`src/rtl/wb_mem_arbiter.sv`:
```
// Two-master Wishbone arbiter onto one slave: round-robin grant, one-cycle GAP between owners.
// Latency: grant 1 cycle after request; losing master is held off (no ack) until granted; stalled slave aborts on TIMEOUT.
module wb_mem_arbiter #(
    parameter int DATA_WIDTH = 32,
    parameter int ADDR_WIDTH = 14,
    parameter int TIMEOUT    = 15
) (
    input  logic                  clk,
    input  logic                  rst,
    input  logic                  m0_cyc_i,
    input  logic                  m0_stb_i,
    input  logic                  m0_we_i,
    input  logic [ADDR_WIDTH-1:0] m0_adr_i,
    input  logic [DATA_WIDTH-1:0] m0_dat_i,
    output logic [DATA_WIDTH-1:0] m0_dat_o,
    output logic                  m0_ack_o,
    output logic                  m0_err_o,
    input  logic                  m1_cyc_i,
    input  logic                  m1_stb_i,
    input  logic                  m1_we_i,
    input  logic [ADDR_WIDTH-1:0] m1_adr_i,
    input  logic [DATA_WIDTH-1:0] m1_dat_i,
    output logic [DATA_WIDTH-1:0] m1_dat_o,
    output logic                  m1_ack_o,
    output logic                  m1_err_o,
    output logic                  s_cyc_o,
    output logic                  s_stb_o,
    output logic                  s_we_o,
    output logic [ADDR_WIDTH-1:0] s_adr_o,
    output logic [DATA_WIDTH-1:0] s_dat_o,
    input  logic [DATA_WIDTH-1:0] s_dat_i,
    input  logic                  s_ack_i,
    output logic [1:0]            grant_o
);

    localparam logic [1:0] IDLE  = 2'd0;
    localparam logic [1:0] BUSY0 = 2'd1;
    localparam logic [1:0] BUSY1 = 2'd2;
    localparam logic [1:0] GAP   = 2'd3;

    localparam logic [7:0] TO_LIM = TIMEOUT[7:0];

    logic [1:0]            state;
    logic [1:0]            state_nxt;
    logic [7:0]            cnt;
    logic                  last_grant;
    logic                  req0;
    logic                  req1;
    logic                  busy0;
    logic                  busy1;
    logic                  busy;
    logic                  own_cyc;
    logic                  own_stb;
    logic                  own_we;
    logic [ADDR_WIDTH-1:0] own_adr;
    logic [DATA_WIDTH-1:0] own_dat;
    logic                  timed_out;
    logic                  ack_ok;
    logic                  err_ok;
    logic                  arb_state;
    logic                  entering;

    assign req0  = m0_cyc_i && m0_stb_i;
    assign req1  = m1_cyc_i && m1_stb_i;

    // Outputs are gated by rst so everything reads 0 while reset is held, even before the first edge.
    assign busy0 = (state == BUSY0) && !rst;
    assign busy1 = (state == BUSY1) && !rst;
    assign busy  = busy0 || busy1;

    always_comb begin
        own_cyc = m0_cyc_i;
        own_stb = m0_stb_i;
        own_we  = m0_we_i;
        own_adr = m0_adr_i;
        own_dat = m0_dat_i;
        if (busy1) begin
            own_cyc = m1_cyc_i;
            own_stb = m1_stb_i;
            own_we  = m1_we_i;
            own_adr = m1_adr_i;
            own_dat = m1_dat_i;
        end
    end

    // A dropped cycle beats a timeout, and a timeout beats a late ack.
    assign timed_out = busy && (cnt == TO_LIM);
    assign ack_ok    = busy && own_cyc && s_ack_i && !timed_out;
    assign err_ok    = busy && own_cyc && timed_out;

    assign s_cyc_o  = busy && own_cyc;
    assign s_stb_o  = busy && own_stb;
    assign s_we_o   = busy && own_we;
    assign s_adr_o  = busy ? own_adr : '0;
    assign s_dat_o  = busy ? own_dat : '0;

    assign m0_ack_o = busy0 && ack_ok && m0_stb_i;
    assign m1_ack_o = busy1 && ack_ok && m1_stb_i;
    assign m0_err_o = busy0 && err_ok;
    assign m1_err_o = busy1 && err_ok;
    assign m0_dat_o = busy0 ? s_dat_i : '0;
    assign m1_dat_o = busy1 ? s_dat_i : '0;
    assign grant_o  = {busy1, busy0};

    assign arb_state = (state == IDLE) || (state == GAP);

    always_comb begin
        state_nxt = state;
        case (state)
            IDLE, GAP: begin
                if (req0 && req1)
                    state_nxt = last_grant ? BUSY0 : BUSY1;
                else if (req0)
                    state_nxt = BUSY0;
                else if (req1)
                    state_nxt = BUSY1;
                else
                    state_nxt = IDLE;
            end
            BUSY0, BUSY1: begin
                if (!own_cyc || timed_out || s_ack_i)
                    state_nxt = GAP;
            end
            default: state_nxt = IDLE;
        endcase
    end

    assign entering = arb_state && ((state_nxt == BUSY0) || (state_nxt == BUSY1));

    always_ff @(posedge clk) begin
        if (rst) begin
            state      <= IDLE;
            cnt        <= 8'd0;
            last_grant <= 1'b1;
        end else begin
            state <= state_nxt;
            if (entering) begin
                cnt        <= 8'd0;
                last_grant <= (state_nxt == BUSY1);
            end else if (busy && !s_ack_i) begin
                cnt <= cnt + 8'd1;
            end
        end
    end

endmodule

```
`config.mk`:
```
export PLATFORM = sky130hd
export DESIGN_NAME = wb_mem_arbiter
export DESIGN_NICKNAME = d
export VERILOG_FILES = /design/src/rtl/wb_mem_arbiter.sv
export SDC_FILE = /design/constraint.sdc
export NUM_CORES = 1
export LEC_CHECK = 0
export ABC_AREA = 0
export CAP_MARGIN = 10
export CORE_MARGIN = 5
export CORE_UTILIZATION = 21
export DETAILED_ROUTE_END_ITERATION = 10
export PLACE_DENSITY = 0.85
export SYNTH_ARGS = -nofsm -noshare
export SYNTH_HDL_FRONTEND = slang
export SYNTH_SLANG_ARGS = --single-unit
```
`constraint.sdc`:
```
create_clock -name clk -period 2.17 [get_ports clk]
set_input_delay 0.434 -clock clk [delete_from_list [all_inputs] [get_ports clk]]
set_output_delay 0.434 -clock clk [all_outputs]
set_load 0.01 [all_outputs]
```
==> results.txt, run 1 <==
outcome - finished, violations left
violated checks - setup timing
Layout Skew - 0.00283 ns
fraction of the yosys area taken by sequential cells - 13.2%
final hold viol count - 0
capture point of the critical path - cnt[6]
top post-synthesis cells by area - a22o_1 (25%), and2_1 (24%), dfxtp_1 (13%), ha_1 (3.0%), buf_4 (2.7%)
core region area - 0.00773 mm2
portion of synthesized cell area occupied by the leading cell type - 24.6%
final worst path period share - 109%
max-cap viol count - 0
clock tree from TritonCTS - done
source-to-sink clock delay at the later pin of the worst-skew pair - 0.24 ns
post-synthesis share of cell area spent on full adders, half adders and majority gates - 2.99%
flop-to-flop setup slack - -0.19 ns
power density normalized to cell area - 557 mW/mm2
Worst-Margin Slew - 0.499 ns
placed cell count - 585
cell type with the highest aggregate area in the netlist - a22o_1
global-route wire length before repair - 17.6 mm
Ys Warns - 0
number of detailed-routing iterations run before antenna repair - 4
top flip-flop cell by instance count after synthesis - dfxtp_1
number of cells produced by synthesis - 223
number of buffers inserted during clock tree synthesis - 3
RR Endpoint - cnt[6]
Via Count - 3011
Remaining DRCs - 0
required time of the worst setup path - 2.33 ns
share of synthesized registers carrying an async set or reset - 0%
portion of total power attributed to the clock network - 7.9%
main combinational cell family by area after synthesis - simple AND/OR/NAND/NOR gates
Hold WS - 0.526 ns
number of clock sinks - 11
number of vias per cell after detailed routing - 4.94
Switching Fraction - 39.8%
Antenna Violating Nets Remaining - 0
total congestion overflow after global routing - 0
number of flops mapped to enable cells by yosys - 0
Hold Path Depth - 1
final setup margin - -0.188 ns
worst supply voltage drop on vdd - 259 uV
launching instance or port of the critical path - state[0]
root cell of the clock tree - clkbuf_8
fraction of the mapped netlist area in simple logic gates - 39.5%
H-Tree Level Count - 1
startpoint type of the worst setup path - flop
most common cell after layout, fill and taps aside - clkdlybuf4s50_1
net count reported at finish - 645
count of standard-cell rows - 32
total of fill cells in the finished design - 671
Internal - 1.59 mW
portion of total power attributed to sequential cells - 9.7%
placed wire-length estimate after detailed placement - 9.89 mm
total routed wirelength - 13.0 mm
post-route non-filler standard cell count - 609
number of cells on the worst reg-to-reg path - 10
leakage power total - 2.27 nW
global-route total usage across every layer - 22.9%
x dimension of the die - 99.3 um
cell area after synthesis - 0.00167 mm2
Avg Synthesized Cell Area - 7.51 um2
worst-case headroom to the max-slew limit - 66.5%
Yosys cell types - 32
kind of end point of the critical path - flop
Worst Setup Path Type - reg2reg
Final GP Congestion - 0.988
footprint of the flip-flops and latches - 225 um2
area used by multi-input combinational logic - 0.00148 mm2
final max-slew violation count - 0
Synthesized Nets - 360
CP Data Arrival Time - 2.52 ns
final number of setup-violating endpoints - 61
count of buffers inserted at the top-level ports - 251
share of the synthesized area in compound gates (AO/OA/AOI/OAI) - 32.6%
effective utilization at floorplan - 21.7%
pin count of the biggest net entering global routing - 34
violation count after the first detailed-routing iteration - 119
time the final worst path needs with I/O delays and setup - 2.36 ns
Min-Delay Path Class - reg2reg
FF+latch count, synth - 11
number of antenna cells inserted - 0
DIE HEIGHT - 99.3 um
Routed WL per cell - 21.4 um
floorplan die area - 0.00986 mm2
multiplexer fraction of the synthesized cell area - 3.29%
buffer depth of the longest clock path - 2
most frequent cells in the layout - clkdlybuf4s50_1 (138), and2_1 (64), a22o_1 (45), dlygate4sd2_1 (43), buf_4 (35)
crit path max fanout - 5
share of the synthesized netlist area taken by xor and xnor gates - 0%
max frequency - 424 MHz
initial antenna violation count - 0
share of cells above drive strength 1 - 29.8%
RSZ-0062 raised after global routing - yes
number of I/O pins - 252
Clk pin slew, worst setup/hold paths - 0.05 ns
Logic pwr share - 82.4%
net switching power of the design - 1.05 mW
Layout Area Growth over Synthesis - 183%
number of global-route vias before repair - 3060
beginning of the worst register-to-register path - state[0]
## how the worst min path moves through the flow
| stage | slack, ns | start | endpoint |
|---|---|---|---|
| 2_1_floorplan | 0.45 | last_grant | last_grant |
| 3_3_place_gp | 0.49 | cnt[7] | cnt[7] |
| 3_5_place_dp | 0.50 | last_grant | last_grant |
| 4_1_cts | 0.51 | cnt[7] | cnt[7] |
| 5_1_grt | 0.54 | last_grant | last_grant |
| 6_report | 0.53 | last_grant | last_grant |
## final cells by class
class | instances | area share (%)
clock buffer | 4 | 0.951
inverter | 6 | 0.476
multi-input combinational | 183 | 31.3
sequential | 11 | 4.76
tap | 102 | 2.70
timing repair buffer | 303 | 59.9
## registers in the layout (all words and copies together), names as in the netlist
signal,flops
state,2
cnt,8
last_grant,1
## cell usage after synthesis (all sizes together) (4+ instances only)
library cell,n
nor3,4
mux2i,4
buf,14
nor4,4
nand3b,6
nor2,4
ha,4
inv,6
a21oi,6
clkbuf,9
a22o,47
dfxtp,11
nand3,6
and2,64
## worst max-delay path: stages, from the launching register on
cell	delay, ns
dfxtp_4	0.36
inv_2	0.04
ha_4	0.15
and2b_4	0.18
buf_6	0.12
mux2_4	0.31
a31o_4	0.23
ha_4	0.25
nand2b_4	0.13
or3b_1	0.37
mux2i_1	0.15
## metal layers
layer	track usage (%)	vias to the layer above	part of all wire, %
met5	0	-	0
met4	4.52	0	1.9
met3	9.61	20	12
met2	41.0	189	51
met1	25.4	1398	36
li1	-	1404	-
## through the flow
step	power [mW]	area (um2)	utilization [%]	setup TNS (ns)	worst slack, ns
global route	2.79	4730	61.3	-9.11	-0.258
floorplan	1.16	1730	-	-0.121	-0.0403
detailed placement	2.21	4520	58.5	-64.89	-0.707
global placement	2.16	4520	58.5	-59.45	-0.681
CTS	2.40	4520	58.5	-1.95	-0.189
finish	2.64	4730	61.3	-4.52	-0.188
## kinds of logic (layout without fill, tap and decap cells)
kind of cell    after synthesis  count (layout)
flops                        11              11
simple gates                107             107
fa+ha+maj                     4               4
mux                           5               5
buf+inv                      29             313
compound gates               67              67
## repair_timing
| item | CTS | global route |
|---|---|---|
| setup endpoints to repair | 128 | 80 |
| setup buffers | 7 | 7 |
| gates cloned | 2 | 6 |
| gates resized for setup | 265 | 96 |
| hold buffers | 0 | 0 |
| pin swaps | 4 | 7 |
## power groups by stage
stage	clock network, mW	logic (mW)	registers [mW]
2_1_floorplan	0	0.912	0.248
3_3_place_gp	0	1.91	0.251
3_5_place_dp	0	1.95	0.254
4_1_cts	0.212	1.94	0.251
5_1_grt	0.225	2.31	0.257
6_report	0.209	2.17	0.255
Note: power is estimated with default switching activity, not from simulation.
==> run 2: changes to the inputs <==
--- a/config.mk
+++ b/config.mk
@@ -7,10 +7,12 @@
 export LEC_CHECK = 0
 export ABC_AREA = 0
 export CAP_MARGIN = 10
-export CORE_MARGIN = 5
-export CORE_UTILIZATION = 21
+export CORE_AREA = 3 3 96 98
+export CTS_CLUSTER_SIZE = 40
 export DETAILED_ROUTE_END_ITERATION = 10
-export PLACE_DENSITY = 0.85
+export DIE_AREA = 0 0 99 101
+export GPL_TIMING_DRIVEN = 0
+export PLACE_DENSITY = 0.8
 export SYNTH_ARGS = -nofsm -noshare
 export SYNTH_HDL_FRONTEND = slang
 export SYNTH_SLANG_ARGS = --single-unit
==> run 2 against run 1 <==
The flow still finishes with violations (setup timing). Routed wire length is 14% lower. Register-to-register slack better by 0.05 ns. Worst setup slack better by 0.046 ns. Cell area is 1.4% lower. Global-route usage is 2.9 points lower. Critical path type unchanged. Critical endpoint unchanged. Highest routed layer unchanged.
==> results.txt, run 2 (synthesis gave the netlist of run 1 again) <==
Via Count - 2889
final number of setup-violating endpoints - 16
Largest register FFs - 8
Layout Area Growth over Synthesis - 179%
max-cap viol count - 0
net count reported at finish - 637
number of clock sinks - 11
worst supply voltage drop on vdd - 300 uV
crit path max fanout - 6
placed cell count - 582
DIE HEIGHT - 101 um
placed wire-length estimate after detailed placement - 8.89 mm
H-Tree Level Count - 1
number of I/O pins - 252
Antenna Violating Nets Remaining - 0
core region area - 0.00855 mm2
post-route non-filler standard cell count - 607
global-route total usage across every layer - 20.0%
area used by multi-input combinational logic - 0.00146 mm2
total congestion overflow after global routing - 0
Layout Skew - 0.00543 ns
final worst path period share - 107%
most common cell after layout, fill and taps aside - clkdlybuf4s50_1
Clk pin slew, worst setup/hold paths - 0.06 ns
x dimension of the die - 99 um
share of cells above drive strength 1 - 29.7%
initial antenna violation count - 0
kind of end point of the critical path - flop
number of detailed-routing iterations run before antenna repair - 4
Min-Delay Path Class - reg2reg
number of buffers inserted during clock tree synthesis - 3
power density normalized to cell area - 550 mW/mm2
leakage power total - 2.42 nW
startpoint type of the worst setup path - flop
effective utilization at floorplan - 19.6%
final max-slew violation count - 0
Top reg by flops - cnt
outcome - finished, violations left
final setup margin - -0.142 ns
count of standard-cell rows - 34
floorplan die area - 0.0100 mm2
clock tree from TritonCTS - done
footprint of the flip-flops and latches - 228 um2
global-route wire length before repair - 15.9 mm
worst slack after detailed placement - -0.878 ns
total routed wirelength - 11.2 mm
registers with the most flip-flops - cnt (8), state (2), last_grant (1)
Final GP Congestion - 0.874
time the final worst path needs with I/O delays and setup - 2.31 ns
most frequent cells in the layout - clkdlybuf4s50_1 (130), and2_1 (64), buf_2 (54), a22o_1 (46), buf_6 (32)
violated checks - setup timing
worst-case headroom to the max-slew limit - 63.0%
violation count after the first detailed-routing iteration - 63
count of buffers inserted at the top-level ports - 251
number of global-route vias before repair - 2927
Remaining DRCs - 0
number of vias per cell after detailed routing - 4.76
RSZ-0062 raised after global routing - yes
CP Data Arrival Time - 2.48 ns
Worst-Margin Slew - 0.555 ns
root cell of the clock tree - clkbuf_8
Worst Setup Path Type - reg2reg
final hold viol count - 0
number of antenna cells inserted - 0
pin count of the biggest net entering global routing - 18
source-to-sink clock delay at the later pin of the worst-skew pair - 0.24 ns
required time of the worst setup path - 2.34 ns
buffer depth of the longest clock path - 2
total of fill cells in the finished design - 774
Routed WL per cell - 18.4 um
max frequency - 433 MHz
run 2: where the power goes:
part	internal [mW]	total [mW]	switching, mW
sequential	0.231	0.259	0.0276
combinational	1.20	2.09	0.888
clock	0.130	0.216	0.0862
total	1.57	2.57	1.00
run 2: worst max-delay path, cell delays in order (launching register included):
cell and delay [ns]:
dfxtp_4 0.36, inv_4 0.06, ha_4 0.14, and2b_4 0.24, mux2_4 0.34, a31o_4 0.23
ha_4 0.24, nand2b_4 0.14, or3b_1 0.35, mux2i_1 0.14
run 2: layout make-up:
class	instances	share of cell area, %
Tap cell	108	2.90
Clock buffer	4	0.965
Buffer	18	4.69
Sequential cell	11	4.88
Timing Repair Buffer	277	54.8
Inverter	6	0.590
Multi-Input combinational cell	183	31.2
run 2: timing repair:
item,in CTS,in global routing
pin swaps,18,13
hold buffers,0,0
gates resized for setup,408,61
endpoints found under the setup margin,128,106
gates cloned,6,1
setup buffers,20,4
run 2: per-layer routing:
layer  global-route usage [%]  wire [um]  share of wire, %  up-vias
met5                        0          0                 0        -
met3                     9.07       1440                13       18
li1                         -          -                 -     1377
met4                     3.36        189               1.7        0
met2                     35.5       5570                50      192
met1                     22.3       3970                36     1302
run 2: path summary, 6_finish.rpt:
kind                                  from    endpoint  slack (ns)  cells past startpoint
worst min register to register  last_grant  last_grant        0.50                      1
worst max register to register    state[0]      cnt[6]       -0.14                      9
worst max-delay path              state[0]      cnt[6]       -0.14                      9
worst min-delay path            last_grant  last_grant        0.50                      1
run 2: stage by stage:
step	cell area (um2)	TNS, ns	hold slack [ns]	total power, mW	util (%)
6_report	4670	-1.13	0.498	2.57	54.6
3_5_place_dp	4370	-90.19	0.482	2.12	51.2
4_1_cts	4590	-3.44	0.505	2.49	53.7
3_3_place_gp	4370	-88.28	0.490	2.09	51.2
5_1_grt	4670	-3.34	0.519	2.74	54.6
2_1_floorplan	1730	-0.121	0.449	1.16	-
==> run 3: changes to the inputs <==
--- a/config.mk
+++ b/config.mk
@@ -13,6 +13,7 @@
 export DIE_AREA = 0 0 99 101
 export GPL_TIMING_DRIVEN = 0
 export PLACE_DENSITY = 0.8
+export SETUP_SLACK_MARGIN = 0.02
 export SYNTH_ARGS = -nofsm -noshare
 export SYNTH_HDL_FRONTEND = slang
 export SYNTH_SLANG_ARGS = --single-unit
==> run 3 against run 2 <==
The flow still finishes with violations (setup timing). Global-route usage shrank 0.60 points. First-iteration DRC count up 29%. Cell area down 1.6%. Clock skew decreased by 0.0025 ns. Worst setup slack better by 0.062 ns.
==> results.txt, run 3 (synthesis gave the netlist of run 1 again) <==
Layout Area Growth over Synthesis - 174%
pin count of the biggest net entering global routing - 11
number of detailed-routing iterations run before antenna repair - 4
CP Data Arrival Time - 2.42 ns
most common cell after layout, fill and taps aside - clkdlybuf4s50_1
Worst-Margin Slew - 0.452 ns
max frequency - 444 MHz
Remaining DRCs - 0
root cell of the clock tree - clkbuf_8
Final GP Congestion - 0.874
total of fill cells in the finished design - 789
cell-by-cell trace of the critical path - inv_2 > ha_4 > and2b_4 > mux2_4 > a31o_4 > ha_4 > nand2b_4 > or3b_1 > mux2i_1
RR Endpoint - cnt[6]
Buf/Inv on CP - 1
clock tree from TritonCTS - done
source-to-sink clock delay at the later pin of the worst-skew pair - 0.24 ns
number of cells on the worst reg-to-reg path - 9
most frequent cells in the layout - clkdlybuf4s50_1 (129), and2_1 (64), a22o_1 (45), buf_2 (38), dlygate4sd2_1 (36)
source of the worst hold timing path - last_grant
Antenna Violating Nets Remaining - 0
number of buffers inserted during clock tree synthesis - 3
final worst path period share - 104%
final max-slew violation count - 0
flop-to-flop setup slack - -0.08 ns
count of standard-cell rows - 34
most repeated library cell on the critical path - ha_4
terminating pin of the worst hold path - last_grant
worst-case headroom to the max-slew limit - 69.6%
Worst Setup Path Type - reg2reg
total congestion overflow after global routing - 0
Routed WL per cell - 18.4 um
final setup margin - -0.0798 ns
Top reg by flops - cnt
number of I/O pins - 252
beginning of the worst register-to-register path - state[0]
final hold viol count - 0
slowest CP cell - or3b_1
max-cap viol count - 0
power density normalized to cell area - 555 mW/mm2
Clk pin slew, worst setup/hold paths - 0.06 ns
number of antenna cells inserted - 0
kind of end point of the critical path - flop
global-route total usage across every layer - 19.4%
initial antenna violation count - 0
slowest cell delay on critical path - 0.36 ns
buffer depth of the longest clock path - 2
outcome - finished, violations left
Hold Path Depth - 1
Hold WS - 0.498 ns
CP top delay family - simple AND/OR/NAND/NOR gates
core region area - 0.00855 mm2
RSZ-0062 raised after global routing - yes
crit path max fanout - 7
x dimension of the die - 99 um
startpoint type of the worst setup path - flop
share of cells above drive strength 1 - 29.7%
H-Tree Level Count - 1
violation count after the first detailed-routing iteration - 81
number of vias per cell after detailed routing - 4.70
global-route wire length before repair - 15.6 mm
Layout Skew - 0.00291 ns
Largest register FFs - 8
effective utilization at floorplan - 19.6%
count of buffers inserted at the top-level ports - 251
worst supply voltage drop on vdd - 285 uV
cell area reported after detailed placement - 0.00437 mm2
area of all placed cells without fillers - 0.00459 mm2
leakage power total - 2.16 nW
violated checks - setup timing
net count reported at finish - 636
Via Count - 2849
Min-Delay Path Class - reg2reg
registers with the most flip-flops - cnt (8), state (2), last_grant (1)
number of clock sinks - 11
DIE HEIGHT - 101 um
final number of setup-violating endpoints - 18
floorplan die area - 0.0100 mm2
number of global-route vias before repair - 2883
time the final worst path needs with I/O delays and setup - 2.25 ns
required time of the worst setup path - 2.34 ns
total routed wirelength - 11.1 mm
placed wire-length estimate after detailed placement - 8.89 mm
## run 3: cell count changes in the layout (fill, tap and decap cells not counted), sizes merged
cell           change
clkbuf            +19
clkdlybuf4s50      -1
dlygate4sd2       +18
buf               -24
clkdlybuf4s15      +4
dlymetal6s2s      -17
## run 3: final cells by class
class / instances / area (um2) / area share (%)
plain buffers: 21 / 264 / 5.75
clock buffers: 4 / 45.0 / 0.981
inverters: 6 / 25.0 / 0.545
multi-input cells: 183 / 1480 / 32.3
flip-flops and latches: 11 / 229 / 4.99
well taps: 108 / 135 / 2.94
repair buffers: 273 / 2410 / 52.5
## run 3: per-layer routing
| layer | up-vias | global-route usage (%) | routed length, um |
|---|---|---|---|
| met5 | - | 0 | 0 |
| met4 | 0 | 2.52 | 102 |
| met3 | 12 | 9.13 | 1430 |
| met2 | 183 | 34.5 | 5580 |
| met1 | 1276 | 21.7 | 4010 |
| li1 | 1378 | - | - |
## run 3: worst max-delay path by stage
stage                         from          to  slack [ns]  cells past startpoint
after global routing        cnt[4]      cnt[6]       -0.17                      7
final                     state[0]      cnt[6]       -0.08                      9
after CTS                 state[0]      cnt[6]       -0.11                      9
after detailed placement       rst  s_dat_o[8]       -0.88                      7
after global placement         rst  s_dat_o[4]       -0.87                      6
after floorplan           state[0]      cnt[5]       -0.04                     10
## run 3: what timing repair did
action,4_1_cts,5_1_grt
buffers inserted,11,8
hold buffers,0,0
endpoints found under the setup margin,128,89
gates resized for setup,374,51
cloned,0,3
pin swaps,2,6
## run 3: power by group
part           total [mW]  switching (mW)  internal (mW)
Sequential          0.256          0.0232          0.233
Combinational        2.08           0.900           1.18
Clock               0.217          0.0877          0.130
Total                2.55            1.01           1.54
## run 3: per-stage QoR
step | total power [mW] | setup slack, ns | setup TNS (ns) | instances | util [%]
2_1_floorplan | 1.16 | -0.0403 | -0.121 | 223 | -
3_3_place_gp | 2.09 | -0.865 | -88.28 | 582 | 51.2
3_5_place_dp | 2.12 | -0.878 | -90.19 | 582 | 51.2
4_1_cts | 2.35 | -0.106 | -0.808 | 596 | 52.4
5_1_grt | 2.72 | -0.168 | -2.79 | 606 | 53.7
6_report | 2.55 | -0.0798 | -0.561 | 606 | 53.7
